==> src/rtl/ssd_display_driver.sv <==
// ---------------------------------------------------------------------------
// ssd_display_driver
//
// Takes the CPU's 13-bit debug value and shows it in decimal on a 4-digit,
// common-anode 7-segment display. A double-dabble engine converts the value
// to BCD one shift per clock. A conversion starts only when the value differs
// from the last converted one, or when no conversion has completed since
// reset. The four digits are time-multiplexed from a free-running refresh
// counter.
//
// Ports:
//   clk    - system clock, rising-edge active
//   rst    - asynchronous, active-low reset
//   value  - binary value to display (0..8191)
//   anode  - active-low one-hot digit enable, bit0 = ones digit (registered)
//   seg    - active-low segments {g,f,e,d,c,b,a} (registered)
//   busy   - high while a conversion is in progress (registered)
//   done   - one-cycle pulse after a new BCD result is loaded (registered)
//   bcd    - BCD value being displayed {thousands,hundreds,tens,ones}
// ---------------------------------------------------------------------------
module ssd_display_driver #(
  parameter int REFRESH_BITS = 18,
  parameter bit BLANK_LZ     = 1'b1
) (
  input  logic        clk,
  input  logic        rst,
  input  logic [12:0] value,
  output logic [3:0]  anode,
  output logic [6:0]  seg,
  output logic        busy,
  output logic        done,
  output logic [15:0] bcd
);

  typedef enum logic [1:0] {
    ST_IDLE  = 2'd0,
    ST_SHIFT = 2'd1,
    ST_LOAD  = 2'd2
  } state_t;

  // One double-dabble step: add 3 to every nibble >= 5, then shift left
  // by one bit, taking in_bit as the new LSB.
  function automatic logic [15:0] dd_step(input logic [15:0] acc, input logic in_bit);
    logic [15:0] adj;
    adj = acc;
    for (int i = 0; i < 4; i++) begin
      if (acc[i*4 +: 4] >= 4'd5) begin
        adj[i*4 +: 4] = acc[i*4 +: 4] + 4'd3;
      end else begin
        adj[i*4 +: 4] = acc[i*4 +: 4];
      end
    end
    return {adj[14:0], in_bit};
  endfunction

  // BCD digit to active-low segments {g,f,e,d,c,b,a}; nibbles above 9 turn
  // every segment off.
  function automatic logic [6:0] seg_decode(input logic [3:0] nib);
    logic [6:0] s;
    case (nib)
      4'd0:    s = 7'b1000000;
      4'd1:    s = 7'b1111001;
      4'd2:    s = 7'b0100100;
      4'd3:    s = 7'b0110000;
      4'd4:    s = 7'b0011001;
      4'd5:    s = 7'b0010010;
      4'd6:    s = 7'b0000010;
      4'd7:    s = 7'b1111000;
      4'd8:    s = 7'b0000000;
      4'd9:    s = 7'b0010000;
      default: s = 7'b1111111;
    endcase
    return s;
  endfunction

  state_t            state_r;
  state_t            state_nxt_s;

  logic [12:0]       shift_r;
  logic [12:0]       cap_r;
  logic [15:0]       acc_r;
  logic [3:0]        cnt_r;
  logic [12:0]       last_r;
  logic              valid_r;
  logic              busy_r;
  logic              done_r;
  logic [15:0]       bcd_r;

  logic [REFRESH_BITS-1:0] refresh_r;
  logic [3:0]        anode_r;
  logic [6:0]        seg_r;

  logic              start_s;
  logic              capture_s;
  logic              shift_s;
  logic              load_s;
  logic [1:0]        digit_s;
  logic [3:0]        nibble_s;
  logic              blank_s;
  logic [6:0]        seg_nxt_s;

  // The value needs converting if nothing has been converted yet or it moved.
  assign start_s = (!valid_r) || (value != last_r);

  // FSM state register.
  always_ff @(posedge clk or negedge rst) begin
    if (!rst) begin
      state_r <= ST_IDLE;
    end else begin
      state_r <= state_nxt_s;
    end
  end

  // FSM next-state logic.
  always_comb begin
    state_nxt_s = state_r;
    case (state_r)
      ST_IDLE: begin
        if (start_s) begin
          state_nxt_s = ST_SHIFT;
        end else begin
          state_nxt_s = ST_IDLE;
        end
      end
      ST_SHIFT: begin
        // cnt_r == 1 means this edge performs the 13th and final shift.
        if (cnt_r == 4'd1) begin
          state_nxt_s = ST_LOAD;
        end else begin
          state_nxt_s = ST_SHIFT;
        end
      end
      ST_LOAD: begin
        state_nxt_s = ST_IDLE;
      end
      default: begin
        state_nxt_s = ST_IDLE;
      end
    endcase
  end

  // FSM output decode: datapath strobes for the current state.
  always_comb begin
    capture_s = 1'b0;
    shift_s   = 1'b0;
    load_s    = 1'b0;
    case (state_r)
      ST_IDLE: begin
        if (start_s) begin
          capture_s = 1'b1;
        end else begin
          capture_s = 1'b0;
        end
      end
      ST_SHIFT: begin
        shift_s = 1'b1;
      end
      ST_LOAD: begin
        load_s = 1'b1;
      end
      default: begin
        capture_s = 1'b0;
        shift_s   = 1'b0;
        load_s    = 1'b0;
      end
    endcase
  end

  // Conversion datapath: capture, shift, and load of the result.
  always_ff @(posedge clk or negedge rst) begin
    if (!rst) begin
      shift_r <= 13'd0;
      cap_r   <= 13'd0;
      acc_r   <= 16'd0;
      cnt_r   <= 4'd0;
      last_r  <= 13'd0;
      valid_r <= 1'b0;
      bcd_r   <= 16'h0000;
    end else if (capture_s) begin
      shift_r <= value;
      cap_r   <= value;
      acc_r   <= 16'd0;
      cnt_r   <= 4'd13;
    end else if (shift_s) begin
      acc_r   <= dd_step(acc_r, shift_r[12]);
      shift_r <= {shift_r[11:0], 1'b0};
      cnt_r   <= cnt_r - 4'd1;
    end else if (load_s) begin
      bcd_r   <= acc_r;
      last_r  <= cap_r;
      valid_r <= 1'b1;
    end else begin
      shift_r <= shift_r;
    end
  end

  // Status flags: busy follows the next state, so it rises on the capture
  // edge and drops on the load edge; done marks the load edge.
  always_ff @(posedge clk or negedge rst) begin
    if (!rst) begin
      busy_r <= 1'b0;
      done_r <= 1'b0;
    end else begin
      busy_r <= (state_nxt_s != ST_IDLE);
      done_r <= load_s;
    end
  end

  assign digit_s = refresh_r[REFRESH_BITS-1 -: 2];

  // Select the BCD nibble for the active digit and decide leading-zero blanking.
  always_comb begin
    nibble_s = 4'd0;
    blank_s  = 1'b0;
    case (digit_s)
      2'd0: begin
        nibble_s = bcd_r[3:0];
        blank_s  = 1'b0;
      end
      2'd1: begin
        nibble_s = bcd_r[7:4];
        blank_s  = (bcd_r[15:4] == 12'd0);
      end
      2'd2: begin
        nibble_s = bcd_r[11:8];
        blank_s  = (bcd_r[15:8] == 8'd0);
      end
      2'd3: begin
        nibble_s = bcd_r[15:12];
        blank_s  = (bcd_r[15:12] == 4'd0);
      end
      default: begin
        nibble_s = 4'd0;
        blank_s  = 1'b0;
      end
    endcase
    if (BLANK_LZ && blank_s) begin
      seg_nxt_s = 7'b1111111;
    end else begin
      seg_nxt_s = seg_decode(nibble_s);
    end
  end

  // Refresh counter and registered digit drive.
  always_ff @(posedge clk or negedge rst) begin
    if (!rst) begin
      refresh_r <= '0;
      anode_r   <= 4'b1111;
      seg_r     <= 7'b1111111;
    end else begin
      refresh_r <= refresh_r + {{(REFRESH_BITS-1){1'b0}}, 1'b1};
      anode_r   <= ~(4'b0001 << digit_s);
      seg_r     <= seg_nxt_s;
    end
  end

  assign anode = anode_r;
  assign seg   = seg_r;
  assign busy  = busy_r;
  assign done  = done_r;
  assign bcd   = bcd_r;

endmodule

==> config.mk <==
export PLATFORM = sky130hd
export DESIGN_NAME = ssd_display_driver
export DESIGN_NICKNAME = d
export VERILOG_FILES = /design/src/rtl/ssd_display_driver.sv
export SDC_FILE = /design/constraint.sdc
export NUM_CORES = 1
export LEC_CHECK = 0
export CORE_MARGIN = 8
export CORE_UTILIZATION = 27
export DETAILED_ROUTE_END_ITERATION = 8
export GPL_TIMING_DRIVEN = 1
export PLACE_DENSITY = 0.51
export SYNTH_ARGS = -nofsm -noshare
export SYNTH_HDL_FRONTEND = slang
export SYNTH_SLANG_ARGS = --single-unit
==> constraint.sdc <==
create_clock -name clk -period 2.7 [get_ports clk]
set_clock_uncertainty 0.05 [all_clocks]
set_input_delay 0.27 -clock clk [delete_from_list [all_inputs] [get_ports clk]]
set_output_delay 0.27 -clock clk [all_outputs]
set_load 0.02 [all_outputs]
* Word-level counts from Yosys, hierarchy flattened *
Memories as Yosys holds them, arrays and structs flattened.
Index checks and enable logic that the tools add are counted.

word-level totals
  register bits after elaboration = 109
  ROM bits = 112
  input bits = 15
  output and inout port bits = 29
  logic and storage cells = 65
  memories = 1

memory list
  memory           words  width  read ports  clocked after Yosys merged registers in  write ports  line  RTL
  (no name shown)  16     7      1           0                                        0            60    case (nib)

cells by class
  $add $sub $neg = 6
  $lt $le $gt $ge = 4
  equality and inequality tests = 7
  shifts and indexed selects = 1
  multiplexer cells = 20
  bitwise logic cells = 3
  reduce and logical (&&, ||, !) cells = 10

operator list
  cell                                                                    count
  16-bit 2-to-1 mux                                                       2
  13-bit 2-to-1 mux                                                       2
  4-bit 2-to-1 mux                                                        5
  18-bit by 1-bit adder with 18-bit output (second input constant)        1
  4-bit by 3-bit >= comparator with 1-bit output (second input constant)  4
  4-bit one-hot mux with 4 select lines                                   1
  13-bit inequality test                                                  1
  4-bit by 2-bit adder with 4-bit output (second input constant)          3
  12-bit logical NOT                                                      1
  8-bit logical NOT                                                       1
  7-bit 2-to-1 mux                                                        1
  2-bit == test (second input constant)                                   3
  1-bit 2-to-1 mux                                                        5
  2-bit by 1-bit == test with 1-bit output (second input constant)        2
  4-bit by 1-bit == test with 1-bit output (second input constant)        1
  2-bit logical NOT                                                       2
  4-bit logical NOT                                                       1
  4-bit NOT                                                               1
  1-bit one-hot mux with 4 select lines                                   1
  2-bit one-hot mux with 2 select lines                                   1
  2-bit nonzero test                                                      2
  1-bit by 2-bit left shift with 4-bit output (first input constant)      1
  4-bit by 1-bit subtractor with 4-bit output (second input constant)     1
  3-bit by 2-bit adder with 3-bit output (second input constant)          1
  6 further kinds                                                         7

* Depth between registers and ports, before layout *
  word-level depth = 6
  gate-level depth with buffers = 7
  gate-level depth less buffers = 7

* Worst setup path after synthesis *
OpenSTA, ideal clock, no wires.

  kind = reg-to-reg
  from = register last_r[5]
  to = register cap_r[10]
  library setup time = 0.127 ns
  arrival time = 1.834 ns
  required time = 2.523 ns
  slack = 0.689 ns
  stages on the path, launching flop included = 8
  buffers on the path = 2
  clock period less this slack = 2.011 ns
  cell sequence = dfrtp_1 xnor2_1 nand4_1 nor4_4 or2_1 buf_4 buf_6 mux2_1

between the ends
  word-level cells in the longest chain between the ends = 4

ends and longest elaborated chain
  element                 line  RTL
  from (decl)             83    logic [12:0] last_r;
  from (signal assigned)  190   last_r <= cap_r;
  13-bit inequality test  103   assign start_s = (!valid_r) || (value != last_r);
  1-bit logical OR        103
  1-bit 2-to-1 mux        149   if (start_s) begin
  1-bit 2-to-1 mux        147   case (state_r)
  to (signal assigned)    181   cap_r <= value;
  to (decl)               80    logic [12:0] cap_r;

Every way passes these cells.
A chain may end at the register's enable or synchronous reset.

* Worst setup path after layout *
  from = register last_r[8]
  to = register cap_r[3]

Same word-level chain as after synthesis.

==> key figures <==
Route
  • DRT antenna net count: 0
  • DRT iter0 DRCs: 181
  • Avg WL per Cell: 15.12 microns
  • DRT Pass-1 Iters: 4
  • Final Routed Wirelength: 10.75 mm
  • # DRC: 0
  • Via density: 4.799
  • Via count: 3412

Yosys
  • Post-Syn Area: 5004 sq um
  • Distinct cells, synth: 43
  • Area leader, netlist: dfrtp_1
  • Syn. warnings: 0
  • Syn_nets: 457
  • Synth cell count leaders: 98 x dfrtp_1, 33 x mux2_2, 30 x xnor2_1
  • Count leader, synth: dfrtp_1
  • Sequential fraction of the synthesis area: 0.5479
  • Share of the synthesized area in the top cell type: 0.4901
  • Synth Flop Type: dfrtp_1
  • Syn Area/Cell: 11.69 sq um
  • Post-synth EDFFs: 0
  • Syn Inst Count: 428
  • Synth area leaders: dfrtp_1 49%, mux2_2 7.4%, dfstp_2 5.8%, xnor2_1 5.3%, ha_1 3.5%
  • Number of synthesized register bits: 109
  • Async SR Flop Fraction: 1.000

Power
  • Leak: 2.519 nW
  • Pwr Density: 1093 nW/um^2
  • Worst IR Drop VDD: 0.3987 mV

Setup path
  • CP max stage delay: 390 ps
  • CP endpoint kind: flip-flop
  • CP cell instances: xnor2_1 -> nand4_1 -> nor4_4 -> or2_1 -> buf_4 -> mux2_1
  • WP buf/inv: 1
  • Slowest stage cell on the critical path: dfrtp_1
  • Arrival @ worst endpoint: 2250 ps
  • Crit Path Max Fanout: 6
  • Critical Path RT: 2880 ps
  • CP Launch Type: flip-flop
  • Crit path max-delay family: simple AND/OR/NAND/NOR gates
  • Critical path type: reg2reg

Placement
  • Post-DP HPWL: 7.506 mm
  • Port Buffers: 43
  • GPL Wtd Cong: 0.7568

Die
  • Starting Density: 0.2767
  • Die height: 152.1 microns
  • I/O Pins: 44
  • Row count: 49
  • DIE AREA: 23140 sq um
  • Core ar.: 18090 sq um
  • Chip width: 152.1 microns

Cells and area
  • Layout Nets: 507
  • Synthesis-to-finish area growth: 20.86%
  • Final core occ: 0.3343
  • Layout cell share with drive strength beyond 1: 0.1660
  • Number of diodes: 0

Clock network
  • CTS clk-pin slew, worst paths: 70 ps
  • Clock Latency Late Sink: 350 ps
  • Post-CTS Setup Bufs: 0
  • Clock buffer depth: 2
  • # H-tree levels: 3
  • Cts bufs inserted: 9
  • Root Buffer Master: clkbuf_16
  • CTS tree: yes
  • # clock sinks: 109

Global route
  • Vias in the first global route: 3628
  • Largest net degree at the start of global routing: 57
  • Total global-route track usage: 0.09873
  • Initial antenna violation count: 0
  • First-pass GRT wire length: 18.77 mm
  • Gr ovfl total: 0

Timing
  • RSZ-0062 raised after global routing: false
  • Aggregate negative setup slack: 0 ps
  • Fin crit share: 0.7683
  • Max Fclk: 0.4820 GHz
  • Slew HR: 0.5245
  • Hold Vio Cnt, Final: 0
  • Post-route minimum period: 2074 ps
  • Worst Max-Slew Pin Slew: 713.3 ps
  • Final setup vio count: 0
  • Max Transition Viols Final: 0

Job
  • Max Cap Violations: 0

Outcome
  • Status: finished, final reports clean

Worst hold path
  • Hold WC Path Type: reg2reg
routing by layer:
metal,up-vias,global-route usage,wire [microns]
met4,0,0.03094,153
li1,1622,-,-
met3,13,0.03517,515
met1,1698,0.1277,5286
met5,-,0,0
met2,79,0.1514,4792
worst paths after layout:
check                                   start       endpoint  slack [ps]  depth (start not counted)
worst max-delay path                last_r[8]       cap_r[3]         630                          6
worst min-delay path            refresh_r[15]  refresh_r[15]         410                          1
worst max register to register      last_r[8]       cap_r[3]         630                          6
worst min register to register  refresh_r[15]  refresh_r[15]         410                          1
max in group asynchronous                 rst     shift_r[6]        1390                          3
min in group asynchronous                 rst           busy         450                          2
flip-flops by register name, summed over array words and instances (netlist names):
name,count
acc_r,16
anode,4
bcd,16
busy,1
cap_r,13
cnt_r,4
done,1
last_r,13
refresh_r,18
seg,7
shift_r,13
state_r,2
valid_r,1
report_power, final:
group	switching, mW	total [mW]	internal [mW]
sequential	0.535	2.82	2.29
combinational	1.22	2.47	1.25
clock	0.601	1.32	0.718
total	2.35	6.61	4.25
cell type report:
class                      instances  area [sq um]
multi-input combinational        279          2098
timing repair buffer              57         548.0
inverter                          22         82.58
tap                              229         286.5
clock buffer                      10         229.0
clock inverter                     5         61.31
sequential                       109          2741
fill                            1793         12040
through the flow:
stage	total power, mW	cells	hold WS (ps)	area (sq um)	setup WS [ps]
after detailed placement	5.344	695	322.2	5747	251.6
after global placement	5.248	695	312.0	5747	322.8
final	6.608	711	414.8	6047	625.5
after CTS	6.706	711	420.7	6047	596.1
after global routing	7.123	711	435.9	6047	394.9
after floorplan	4.431	428	-75.59	5004	688.6
placed cells by master, fill, tap and decap left out, types with 2 or more instances in the layout:
cell type,instances
a21o_1,8
o22ai_1,12
a32o_1,2
dfrtp_1,98
nand3_1,15
nand2b_1,6
nand4_1,6
nand2_1,21
a21oi_1,13
buf_4,13
clkbuf_16,9
nor4_1,2
or2_2,2
o211ai_1,2
nor2_1,26
nor3_1,15
mux2_1,8
clkdlybuf4s50_1,42
a22oi_1,2
xor2_1,3
o2bb2ai_1,10
xnor2_1,30
dfstp_2,11
o21ai_0,12
nor3b_1,2
mux2_2,33
inv_1,22
mux4_2,4
clkinvlp_4,3
and3_1,5
ha_1,14
a211oi_1,15
kinds of logic after synthesis:
logic type,share of synthesized area
simple gates,0.1055
xor+xnor,0.05777
buf+inv,0.03326
flops,0.5479
mux,0.1103
compound gates,0.1103
fa+ha+maj,0.03501
repair_timing:
item / 4_1_cts / 5_1_grt
setup endpoints to repair: 0 / 0
hold buffers: 1 / 0
gates resized for setup: 0 / 0
endpoints found under the hold margin: 42 / 0
Note: power is estimated with default switching activity, not from simulation.
